**src/rtl/mem_access_unit.sv**
```systemverilog
// MEM-stage data-bus access unit: one request per load/store, with alignment checks,
// store lane replication and load extraction. Flow: IDLE -> REQ -> (WAIT) -> DONE, plus DRAIN after a flush.
module mem_access_unit (
    input  logic        clk,
    input  logic        rst,
    input  logic        mem_valid,
    input  logic [3:0]  mem_op,
    input  logic [31:0] mem_addr,
    input  logic [31:0] mem_wdata,
    input  logic        mem_except,
    input  logic        mem_flush,
    input  logic        mem_adv,
    output logic        req_valid,
    output logic        req_we,
    output logic [31:0] req_addr,
    output logic [31:0] req_wdata,
    output logic [3:0]  req_wstrb,
    input  logic        req_ready,
    input  logic        resp_valid,
    input  logic [31:0] resp_rdata,
    output logic [31:0] dm_out,
    output logic        mem_stall,
    output logic        addr_err_load,
    output logic        addr_err_store
);
    localparam logic [3:0] OP_LB  = 4'd1;
    localparam logic [3:0] OP_LBU = 4'd2;
    localparam logic [3:0] OP_LH  = 4'd3;
    localparam logic [3:0] OP_LHU = 4'd4;
    localparam logic [3:0] OP_LW  = 4'd5;
    localparam logic [3:0] OP_SB  = 4'd6;
    localparam logic [3:0] OP_SH  = 4'd7;
    localparam logic [3:0] OP_SW  = 4'd8;

    typedef enum logic [2:0] {
        S_IDLE  = 3'd0,
        S_REQ   = 3'd1,
        S_WAIT  = 3'd2,
        S_DONE  = 3'd3,
        S_DRAIN = 3'd4
    } state_t;

    state_t      state, state_nxt;
    logic        is_load, is_store, misaligned, start, load_dm;
    logic [3:0]  op_q;
    logic [1:0]  off_q;
    logic        we_q;
    logic [3:0]  st_wstrb;
    logic [31:0] st_wdata, lane, load_data;

    always_comb begin
        is_load    = (mem_op >= OP_LB) && (mem_op <= OP_LW);
        is_store   = (mem_op >= OP_SB) && (mem_op <= OP_SW);
        misaligned = (((mem_op == OP_LH) || (mem_op == OP_LHU) || (mem_op == OP_SH)) && mem_addr[0]) ||
                     (((mem_op == OP_LW) || (mem_op == OP_SW)) && (mem_addr[1:0] != 2'b00));
        start      = (state == S_IDLE) && mem_valid && (is_load || is_store) && !misaligned &&
                     !mem_except && !mem_flush && !rst;
    end

    assign addr_err_load  = mem_valid && is_load && misaligned;
    assign addr_err_store = mem_valid && is_store && misaligned;

    always_comb begin
        st_wstrb = 4'b0000;
        st_wdata = mem_wdata;
        case (mem_op)
            OP_SB: begin
                st_wstrb = 4'b0001 << mem_addr[1:0];
                st_wdata = {4{mem_wdata[7:0]}};
            end
            OP_SH: begin
                st_wstrb = 4'b0011 << mem_addr[1:0];
                st_wdata = {2{mem_wdata[15:0]}};
            end
            OP_SW:   st_wstrb = 4'b1111;
            default: ;
        endcase
    end

    always_comb begin
        lane = resp_rdata >> {off_q, 3'b000};
        case (op_q)
            OP_LB:   load_data = {{24{lane[7]}}, lane[7:0]};
            OP_LBU:  load_data = {24'h0, lane[7:0]};
            OP_LH:   load_data = {{16{lane[15]}}, lane[15:0]};
            OP_LHU:  load_data = {16'h0, lane[15:0]};
            default: load_data = lane;
        endcase
    end

    always_ff @(posedge clk) begin
        if (rst) begin
            state  <= S_IDLE;
            dm_out <= 32'h0;
        end else begin
            state <= state_nxt;
            if (load_dm) dm_out <= load_data;
        end
    end

    // Request fields are frozen at start so the bus sees them stable until accepted.
    always_ff @(posedge clk) begin
        if (rst) begin
            op_q      <= 4'h0;
            off_q     <= 2'b00;
            we_q      <= 1'b0;
            req_addr  <= 32'h0;
            req_wdata <= 32'h0;
            req_wstrb <= 4'h0;
        end else if (start) begin
            op_q      <= mem_op;
            off_q     <= mem_addr[1:0];
            we_q      <= is_store;
            req_addr  <= {mem_addr[31:2], 2'b00};
            req_wdata <= st_wdata;
            req_wstrb <= st_wstrb;
        end
    end

    assign req_we = we_q;

    always_comb begin
        state_nxt = state;
        load_dm   = 1'b0;
        mem_stall = 1'b0;
        req_valid = 1'b0;
        case (state)
            S_IDLE: begin
                mem_stall = start;
                if (start) state_nxt = S_REQ;
            end
            S_REQ: begin
                mem_stall = 1'b1;
                req_valid = !mem_flush;
                if (mem_flush)      state_nxt = S_IDLE;
                else if (req_ready) state_nxt = we_q ? S_DONE : S_WAIT;
            end
            S_WAIT: begin
                mem_stall = 1'b1;
                if (mem_flush) begin
                    state_nxt = resp_valid ? S_IDLE : S_DRAIN;
                end else if (resp_valid) begin
                    state_nxt = S_DONE;
                    load_dm   = 1'b1;
                end
            end
            S_DRAIN: begin
                mem_stall = 1'b1;
                if (resp_valid) state_nxt = S_IDLE;
            end
            S_DONE: begin
                if (mem_adv || mem_flush) state_nxt = S_IDLE;
            end
            default: state_nxt = S_IDLE;
        endcase
        if (rst) begin
            mem_stall = 1'b0;
            req_valid = 1'b0;
            load_dm   = 1'b0;
        end
    end
endmodule

```
**config.mk**
```make
export PLATFORM = sky130hd
export DESIGN_NAME = mem_access_unit
export DESIGN_NICKNAME = d
export VERILOG_FILES = /design/src/rtl/mem_access_unit.sv
export SDC_FILE = /design/constraint.sdc
export NUM_CORES = 1
export LEC_CHECK = 0
export ABC_CLOCK_PERIOD_IN_PS = 4500
export CAP_MARGIN = 20
export CORE_MARGIN = 3
export CORE_UTILIZATION = 45
export DETAILED_ROUTE_END_ITERATION = 10
export GPL_ROUTABILITY_DRIVEN = 1
export HOLD_SLACK_MARGIN = 0.05
export PLACE_DENSITY = 0.82
export SLEW_MARGIN = 20
export SYNTH_ARGS = -nofsm -noshare
export SYNTH_HDL_FRONTEND = slang
export SYNTH_SLANG_ARGS = --single-unit
export TNS_END_PERCENT = 5
```
**constraint.sdc**
```tcl
create_clock -name clk -period 4.5 [get_ports clk]
set_clock_uncertainty 0.15 [all_clocks]
set_input_delay 0.45 -clock clk [delete_from_list [all_inputs] [get_ports clk]]
set_output_delay 0.45 -clock clk [all_outputs]
set_load 0.05 [all_outputs]
```
==> impl_metrics.env <==
export IMPL_drive_gt1_frac=0.0795
export IMPL_min_period_ns=3.22
export IMPL_netlist_area_mm2=0.00539
export IMPL_synthTopCellsByArea="dfxtp_1 (40%), a21oi_1 (8.2%), o21ai_0 (7.2%), mux2i_1 (6.1%), nand3_1 (4.4%)"
export IMPL_fin_total_pwr_mw=2.25
export IMPL_path_clk_slew_ns=0.07
export IMPL_yosysSeqAreaShare=0.401
export IMPL_synth_distinct_cells=52
export IMPL_synth_edf_count=0
export IMPL_synth_common_cells="dfxtp_1 (108), a21oi_1 (88), o21ai_0 (78), nand2_1 (61), nand3_1 (47)"
export IMPL_die_y_um=115
export IMPL_yosysWarnings=0
export IMPL_worstSkewPairLatency_ns=0.36
export IMPL_timing_max_cap_violations=0
export IMPL_power_density_mw_per_mm2=288
export IMPL_r2r_start="op_q[1]$_SDFFE_PP0P_"
export IMPL_slowest_stage="clkdlybuf4s50_1"
export IMPL_yosys_area_top_type="dfxtp_1"
export IMPL_drcViolationCount=0
export IMPL_syn_to_final_growth_pct=45.2
export IMPL_vias_per_cell=5.79
export IMPL_relSlewSlack=0.415
export IMPL_post_cts_setup_buffers=0
export IMPL_crit_family="buffers and inverters"
export IMPL_rsz0062_at_grt="no"
export IMPL_cts_resized=0
export IMPL_synth_most_common_cell="dfxtp_1"
export IMPL_cts_buffers_inserted=9
export IMPL_synth_top_area_frac=0.401
export IMPL_min_to="req_addr[27]$_SDFFE_PP0P_"
export IMPL_rows=39
export IMPL_final_area_mm2=0.00783
export IMPL_grt_pass1_vias=5273
export IMPL_drt_iter0_drc=549
export IMPL_cts_buffer_depth=2
export IMPL_ctsHoldBuffers=0
export IMPL_critPathArrivalTime_ns=2.62
export IMPL_firstDrtPassIters=5
export IMPL_core_area_mm2=0.0116
export IMPL_critPathMaxFanout=10
export IMPL_min_from="req_addr[27]$_SDFFE_PP0P_"
export IMPL_status="complete, no violations"
export IMPL_wl_um=17700
export IMPL_die_area_mm2=0.0133
export IMPL_placed_cells=945
export IMPL_gr_total_overflow=0
export IMPL_die_width_um=115
export IMPL_root_buffer="clkbuf_16"
export IMPL_numClockSinks=108
export IMPL_cts_tree="yes"
export IMPL_track_usage=0.256
export IMPL_grt_pass1_wl_um=27300
export IMPL_p_leak_nw=2.70
export IMPL_insertedDiodeCount=0
export IMPL_drtAntennaViolNets=0
export IMPL_critical_path_class="input pin to primary output"
export IMPL_clock_fmax_ghz=0.310
export IMPL_io_buffers=210
export IMPL_hold_depth=2
export IMPL_synth_seq_cells=108
export IMPL_grt_max_degree=116
export IMPL_initial_utilization=0.466
export IMPL_num_vias=5562
export IMPL_async_flop_share=0
export IMPL_synth_area_per_cell_um2=8.36
export IMPL_layoutNonFillerInstCount=961
export IMPL_wl_per_cell_um=18.5
export IMPL_reg2reg_slack_ns=2.14
export IMPL_cts_htree_levels=3
export IMPL_post_dp_hpwl_um=12500
export IMPL_end_kind="primary output"
export IMPL_maxSlewViolCount=0
export IMPL_cp_start_kind="input pin"
export IMPL_irDropWorstVdd_uv=290
export IMPL_crit_chain="clkdlybuf4s50_1 > nor4b_4 > a211oi_2 > o21ai_2 > nand2_1 > a2111oi_2 > buf_12"
export IMPL_reg2reg_to="dm_out[24]$_SDFFE_PP0P_"
export IMPL_synth_flop_cell="dfxtp_1"
export IMPL_antenna_found_initial=0
export IMPL_placed_area_mm2=0.00747
export IMPL_fillers=916
export IMPL_max_stage_delay_ns=0.64
export IMPL_synthCells=645
export IMPL_period_share=0.716
export IMPL_tns_ns=0
export IMPL_min_path_type="register to register"
export IMPL_io_pins=213
export IMPL_layout_nets=921
export IMPL_critPathRequiredTime_ns=3.90
export IMPL_r2r_cells=5
export IMPL_hold_violations=0
export IMPL_finalSetupViolCount=0
export IMPL_crit_buf_inv=2
export IMPL_tightest_slew_ns=0.878
export IMPL_place_congestion=0.928
-- cells by family after synthesis --
kind of cell,share of synthesized area
AOI/OAI and AO/OA,0.262
xor gates and xnor gates,0.00487
buffers and inverters,0.0617
DFF,0.401
muxes,0.0822
other,0.000696
and+or+nand+nor,0.187
-- how the worst max path moves through the flow --
| stage | depth (start not counted) | slack (ns) | start | endpoint |
|---|---|---|---|---|
| after CTS | 7 | 1.27 | mem_op[1] | addr_err_load |
| after floorplan | 7 | 1.39 | mem_op[0] | addr_err_load |
| final | 7 | 1.28 | mem_op[1] | addr_err_load |
| after detailed placement | 7 | 1.21 | mem_op[1] | req_wdata[22]$_SDFFE_PP0P_ |
| after global routing | 7 | 1.13 | mem_op[1] | addr_err_load |
| after global placement | 8 | 1.33 | mem_op[0] | req_wdata[21]$_SDFFE_PP0P_ |
-- cell usage in the layout, fill, tap and decap left out, drive strengths merged, types with 3 or more instances in the layout --
| cell type | count |
|---|---|
| mux2 | 8 |
| a22oi | 17 |
| nand3 | 47 |
| inv | 5 |
| and3b | 4 |
| a21oi | 88 |
| a2111oi | 3 |
| a31oi | 3 |
| a211oi | 11 |
| buf | 15 |
| mux2i | 33 |
| nand2 | 61 |
| clkbuf | 9 |
| nor2b | 7 |
| clkdlybuf4s50 | 206 |
| nor2 | 28 |
| nor3 | 4 |
| a311oi | 16 |
| bufinv | 3 |
| dfxtp | 108 |
| o21ai | 81 |
| nand2b | 30 |
-- area by class of cell --
type / count / area [µm²] / area share
repair buffers: 221 / 2220 / 0.283
clock buffers: 9 / 225 / 0.0288
flip-flops and latches: 108 / 2160 / 0.276
inverters: 3 / 11.3 / 0.00144
clock inverters: 7 / 134 / 0.0171
multi-input cells: 470 / 2900 / 0.371
well taps: 143 / 179 / 0.0229
-- registers in the layout (all words and copies together), names as in the netlist --
signal     flops
dm_out        32
off_q          2
op_q           4
req_addr      30
req_wdata     32
req_we         1
req_wstrb      4
state          3
-- worst reg2reg max path, delay by kind of cell (launching register included) --
family / cells / cell delay (ns)
and+or+nand+nor: 3 / 1.10
AOI/OAI and AO/OA: 2 / 0.64
DFF: 1 / 0.39
-- per-stage QoR --
step            util  worst slack, ns  hold slack (ns)
5_1_grt        0.677             1.13            0.352
6_report       0.677             1.28            0.325
3_3_place_gp   0.646             1.33            0.311
3_5_place_dp   0.646             1.21            0.316
4_1_cts        0.677             1.27            0.326
2_1_floorplan      -             1.39            0.321
-- metal layers --
metal | GRT usage | part of all wire | vias up
met4 | 0.0853 | 0.026 | 0
met2 | 0.409 | 0.48 | 252
met5 | 0 | 0 | -
met1 | 0.331 | 0.41 | 2623
met3 | 0.0768 | 0.085 | 36
li1 | - | - | 2651
-- report_power, final --
part           total [mW]  leakage (nW)  internal, mW  switching, mW
clock               0.947         0.171         0.555          0.392
sequential          0.974         0.871         0.966        0.00784
combinational       0.333          1.66         0.150          0.184
total                2.25          2.70          1.67          0.584
No activity file was read; power rests on OpenSTA's default activity.
==> RTL change 1 (config.mk and constraints unchanged) <==
Register the outputs `addr_err_load` and `addr_err_store`, cleared by the reset; this adds one clock of latency there. The other outputs are not delayed to match.
--- a/src/rtl/mem_access_unit.sv
+++ b/src/rtl/mem_access_unit.sv
@@ -58,6 +58,13 @@
     end
 
-    assign addr_err_load  = mem_valid && is_load && misaligned;
-    assign addr_err_store = mem_valid && is_store && misaligned;
+    always_ff @(posedge clk) begin
+        if (rst) begin
+            addr_err_load  <= '0;
+            addr_err_store <= '0;
+        end else begin
+            addr_err_load  <= mem_valid && is_load && misaligned;
+            addr_err_store <= mem_valid && is_store && misaligned;
+        end
+    end
 
     always_comb begin
Check against the original RTL: not equivalent (a bounded check fails within 4 cycles, from zero or initial values and one cycle with rst high).
==> RTL change 1 against the unedited design <==
Synthesized area rose by 0.16%. Core utilization is 0.87 points lower. Global-route usage decreased by 0.16 points. Routed wire length rose by 0.20%. Die area is 0.16% higher. Via count increased by 3.4%. Setup slack better by 0.15 ns. Non-clock buffer count shrank 1. Final area shrank 1.3%. Clock power is 16% lower. Sequential cell count is 2 higher. Power down 6.0%. Critical path type unchanged.
==> RTL change 1: results (changes against the unedited design) <==
<table>
<tr><th>Metric</th><th>Value</th></tr>
<tr><th colspan="2">Outcome</th></tr>
<tr><td>Result of the run</td><td>complete, no violations (unchanged)</td></tr>
<tr><th colspan="2">Placement</th></tr>
<tr><td>Post-detail-place hpwl</td><td>12,500 um (was 12,450 um)</td></tr>
<tr><td>Post-place setup slack</td><td>1.318 ns (was 1.214 ns)</td></tr>
<tr><td>Routability cong.</td><td>0.9541 (was 0.9277)</td></tr>
<tr><th colspan="2">Critical path</th></tr>
<tr><td>Maximum fanout encountered on the critical timing path</td><td>25 (was 10)</td></tr>
<tr><td>Worst EP arrival</td><td>2.47 ns (was 2.62 ns)</td></tr>
<tr><th colspan="2">Final layout</th></tr>
<tr><td>Layout Nets</td><td>933 (was 921)</td></tr>
<tr><td>Layout cell share with drive strength beyond 1</td><td>6.145% (was 7.946%)</td></tr>
<tr><th colspan="2">Power</th></tr>
<tr><td>Peak supply drop</td><td>240.3 uV (was 290.0 uV)</td></tr>
<tr><td>Static power due to leakage</td><td>2.493 nW (was 2.700 nW)</td></tr>
<tr><th colspan="2">Routing</th></tr>
<tr><td>Number of detailed-routing iterations run before antenna repair</td><td>5 (unchanged)</td></tr>
<tr><td>Total wire length</td><td>17,780 um (was 17,740 um)</td></tr>
<tr><td>Count of routing violations after the opening detailed-route iteration</td><td>593 (was 549)</td></tr>
<tr><td>Vias</td><td>5,750 (was 5,562)</td></tr>
<tr><th colspan="2">GRT</th></tr>
<tr><td>Number of global-route vias before repair</td><td>5,417 (was 5,273)</td></tr>
<tr><td>Largest net degree at the start of global routing</td><td>81 (was 116)</td></tr>
<tr><td>First-pass GRT wire length</td><td>27,350 um (was 27,320 um)</td></tr>
<tr><td>Global-route usage over all layers</td><td>25.43% (was 25.58%)</td></tr>
<tr><th colspan="2">Yosys</th></tr>
<tr><td>Netlist cell types</td><td>46 (was 52)</td></tr>
<tr><td>Cell types with the largest area share after synthesis</td><td>sky130_fd_sc_hd__dfxtp_1, sky130_fd_sc_hd__a21oi_1, sky130_fd_sc_hd__o21ai_0 (unchanged)</td></tr>
<tr><td>Leading post-synthesis cells by instance count</td><td>sky130_fd_sc_hd__dfxtp_1, sky130_fd_sc_hd__a21oi_1, sky130_fd_sc_hd__o21ai_0 (unchanged)</td></tr>
<tr><td>Sequential share of the synthesized area</td><td>40.78% (was 40.10%)</td></tr>
<tr><th colspan="2">STA</th></tr>
<tr><td>Maximum clock rate</td><td>0.3256 GHz (was 0.3102 GHz)</td></tr>
<tr><td>Max_slew headroom</td><td>23.46% (was 41.49%)</td></tr>
<tr><th colspan="2">Clocking</th></tr>
<tr><td>Later-pin clock latency in the skew report</td><td>0.34 ns (was 0.36 ns)</td></tr>
</table>
==> RTL change 1: changes by cell type after synthesis, sizes merged, moves of 13 or more <==
cell	delta
a211oi	+24
a22oi	-16
nand2	-13
nand2b	-22
nor2	+26
nor3	+35
==> RTL change 1: kinds of logic after synthesis <==
| logic type | after synthesis | synth area share [%] |
|---|---|---|
| other | 1 | 0.06944 |
| multiplexers | 28 | 5.422 |
| flip-flops | 110 | 40.78 |
| AND/OR/NAND/NOR | 229 | 21.11 |
| XOR/XNOR | 2 | 0.3244 |
| AO/OA/AOI/OAI | 222 | 25.88 |
| buffers and inverters | 70 | 6.418 |
==> RTL change 1: cell type report <==
class,instances,area [um2]
fill,967,3835
tap,143,178.9
clock buffer,12,246.5
inverter,1,3.754
timing repair buffer,220,2185
clock inverter,4,55.05
sequential,110,2203
multi-input combinational,483,2858
==> RTL change 1: path summary, 6_finish.rpt <==
path,start,endpoint,depth (start not counted)
worst max-delay path,mem_op[0],mem_stall,8
worst min-delay path,dm_out[7]$_SDFFE_PP0P_,dm_out[7]$_SDFFE_PP0P_,2
worst max register to register,off_q[0]$_SDFFE_PP0P_,dm_out[9]$_SDFFE_PP0P_,5
worst min register to register,dm_out[7]$_SDFFE_PP0P_,dm_out[7]$_SDFFE_PP0P_,2
==> RTL change 1: report_power, final <==
group	total, W	switching (W)	internal [W]
combinational	0.000328	0.000183	0.000145
clock	0.000797	0.000347	0.000450
sequential	0.000993	0.00000848	0.000984
==> RTL change 1: per-stage QoR <==
stage / area [um2] / cells / hold slack, ns
after floorplan: 5404 / 663 / 0.3223
after global placement: 7427 / 957 / 0.2954
after detailed placement: 7427 / 957 / 0.2967
after CTS: 7729 / 973 / 0.3064
after global routing: 7730 / 973 / 0.3439
final: 7730 / 973 / 0.3052
==> RTL change 1: layer usage <==
layer / GRT usage [%] / routed length [um] / vias up
li1: - / - / 2718
met1: 31.82 / 7070 / 2731
met2: 41.63 / 8754 / 262
met3: 6.162 / 1337 / 39
met4: 11.42 / 612 / 0
met5: 0 / 0 / -
==> RTL change 1: critical path, cell delays in order <==
cell                              delay (ns)
sky130_fd_sc_hd__clkdlybuf4s50_1        0.47
sky130_fd_sc_hd__buf_4                  0.30
sky130_fd_sc_hd__nor4b_4                0.13
sky130_fd_sc_hd__a211oi_2               0.31
sky130_fd_sc_hd__o21a_2                 0.19
sky130_fd_sc_hd__nand2_1                0.13
sky130_fd_sc_hd__a21oi_1                0.30
sky130_fd_sc_hd__buf_12                 0.18
==> RTL change 2 (same settings) <==
Made on the original files. Reset style: asynchronous (`rst`), changed in 2 clocked blocks.
--- a/src/rtl/mem_access_unit.sv
+++ b/src/rtl/mem_access_unit.sv
@@ -89,5 +89,5 @@
     end
 
-    always_ff @(posedge clk) begin
+    always_ff @(posedge clk or posedge rst) begin
         if (rst) begin
             state  <= S_IDLE;
@@ -100,5 +100,5 @@
 
     // Request fields are frozen at start so the bus sees them stable until accepted.
-    always_ff @(posedge clk) begin
+    always_ff @(posedge clk or posedge rst) begin
         if (rst) begin
             op_q      <= 4'h0;
Formal check against the unedited RTL: differs if rst is asserted again (counterexample within 4 cycles, from zero or initial values and one cycle with rst high); with rst held inactive, the same outputs for 10 cycles.
==> RTL change 2 against the unedited design <==
Final area up 0.85%. Routed wire length down 16%. Largest cell class is now flip-flops and latches. Global-route usage down 2.8 points. Synthesized area up 0.16%. Sequential cell count unchanged. Setup slack worse by 0.43 ns.
Power is not compared: it rests on default switching activity, and its combinational part moved more than twofold at a synthesized area within 25%.
==> RTL change 2: results (changes against the unedited design) <==
<table>
<tr><th>Metric</th><th>Value</th></tr>
<tr><th colspan="2">Routing</th></tr>
<tr><td>Amount of wire on met3 after detailed routing</td><td>1406 um (was 1503 um)</td></tr>
<tr><td>Number of detailed-routing iterations run before antenna repair</td><td>4 (was 5)</td></tr>
<tr><td>Vias</td><td>4,255 (was 5,562)</td></tr>
<tr><td>Count of routing violations after the opening detailed-route iteration</td><td>250 (was 549)</td></tr>
<tr><td>Wire length on met1</td><td>6137 um (was 7235 um)</td></tr>
<tr><td>Met2 Routed Length</td><td>7076 um (was 8542 um)</td></tr>
<tr><td>Post-DR vias/cell</td><td>5.379 (was 5.788)</td></tr>
<tr><th colspan="2">GRT</th></tr>
<tr><td>Met3 GRT Util</td><td>7.363% (was 7.676%)</td></tr>
<tr><td>Largest net degree at the start of global routing</td><td>75 (was 116)</td></tr>
<tr><td>Number of global-route vias before repair</td><td>4,564 (was 5,273)</td></tr>
<tr><td>Global Route met1 Usage</td><td>29.36% (was 33.14%)</td></tr>
<tr><td>Global-route usage over all layers</td><td>22.79% (was 25.58%)</td></tr>
<tr><th colspan="2">Placement</th></tr>
<tr><td>Post-detail-place hpwl</td><td>11,210 um (was 12,450 um)</td></tr>
<tr><td>Routability cong.</td><td>0.8544 (was 0.9277)</td></tr>
<tr><td>Post-placement cell count</td><td>777 (was 945)</td></tr>
<tr><th colspan="2">Yosys</th></tr>
<tr><td>Fraction of registers with async set/reset</td><td>100.0% (was 0%)</td></tr>
<tr><td>Leading post-synthesis cells by instance count</td><td>sky130_fd_sc_hd__dfrtp_1, sky130_fd_sc_hd__mux2_2, sky130_fd_sc_hd__mux2_4 (was sky130_fd_sc_hd__dfxtp_1, sky130_fd_sc_hd__a21oi_1, sky130_fd_sc_hd__o21ai_0)</td></tr>
<tr><td>Cell types with the largest area share after synthesis</td><td>sky130_fd_sc_hd__dfrtp_1, sky130_fd_sc_hd__mux2_4, sky130_fd_sc_hd__mux2_2 (was sky130_fd_sc_hd__dfxtp_1, sky130_fd_sc_hd__a21oi_1, sky130_fd_sc_hd__o21ai_0)</td></tr>
<tr><td>Sequential share of the synthesized area</td><td>50.05% (was 40.10%)</td></tr>
<tr><th colspan="2">Min path</th></tr>
<tr><td>Worst hold path type</td><td>input port to asynchronous set/reset pin (was flip-flop to flip-flop)</td></tr>
<tr><th colspan="2">Final layout</th></tr>
<tr><td>Layout Nets</td><td>753 (was 921)</td></tr>
<tr><td>Layout cell share with drive strength beyond 1</td><td>18.83% (was 7.946%)</td></tr>
<tr><th colspan="2">Outcome</th></tr>
<tr><td>Result of the run</td><td>complete, no violations (unchanged)</td></tr>
<tr><th colspan="2">Critical path</th></tr>
<tr><td>Register-to-register setup slack</td><td>1.92 ns (was 2.14 ns)</td></tr>
<tr><td>Cells on worst reg2reg path</td><td>4 (was 5)</td></tr>
<tr><td>Maximum fanout encountered on the critical timing path</td><td>8 (was 10)</td></tr>
<tr><th colspan="2">STA</th></tr>
<tr><td>Worst slew pin tran</td><td>0.8148 ns (was 0.8777 ns)</td></tr>
</table>
[RTL change 2: kinds of logic (layout without fill, tap and decap cells)]
kind of cell           Yosys count  count (layout)  share of synthesized area (%)
AO/OA/AOI/OAI                   75              75                          8.874
XOR/XNOR                         2               2                         0.3244
buffers and inverters           43             242                          4.032
flip-flops                     108             108                          50.05
multiplexers                   125             125                          28.31
other                            1               2                        0.06944
AND/OR/NAND/NOR                 94              94                          8.341
[RTL change 2: through the flow]
stage | total power [W] | setup WS [ns] | hold WS (ns) | cell area, um2
floorplan | 0.002542 | 0.04236 | 0.3544 | 5404
global placement | 0.003166 | 0.9541 | 0.3161 | 7592
detailed placement | 0.003200 | 0.8599 | 0.3259 | 7592
CTS | 0.004037 | 0.8573 | 0.3421 | 7896
global route | 0.004184 | 0.7392 | 0.3681 | 7896
finish | 0.004004 | 0.8431 | 0.3429 | 7896
[RTL change 2: critical path, delay by kind of cell]
| kind | cells | cell delay [ns] |
|---|---|---|
| simple gates | 2 | 0.91 |
| compound gates | 2 | 0.30 |
| buf+inv | 2 | 1.39 |
[RTL change 2: worst max-delay path by stage]
stage                          from              to  slack, ns  depth (start not counted)
final                     mem_op[1]  addr_err_store       0.84                          6
after global routing      mem_op[1]  addr_err_store       0.74                          6
after CTS                 mem_op[1]  addr_err_store       0.86                          6
after detailed placement  mem_op[1]  addr_err_store       0.86                          6
after global placement    mem_op[1]  addr_err_store       0.95                          6
after floorplan           mem_op[0]   addr_err_load       0.04                          6
[RTL change 2: layout make-up]
cell class                 count  area share [%]
timing repair buffer         217           27.54
clock inverter                 5          0.9983
multi-input combinational    298           31.56
sequential                   108           34.23
inverter                      11          0.5546
tap                          143           2.266
clock buffer                   9           2.852
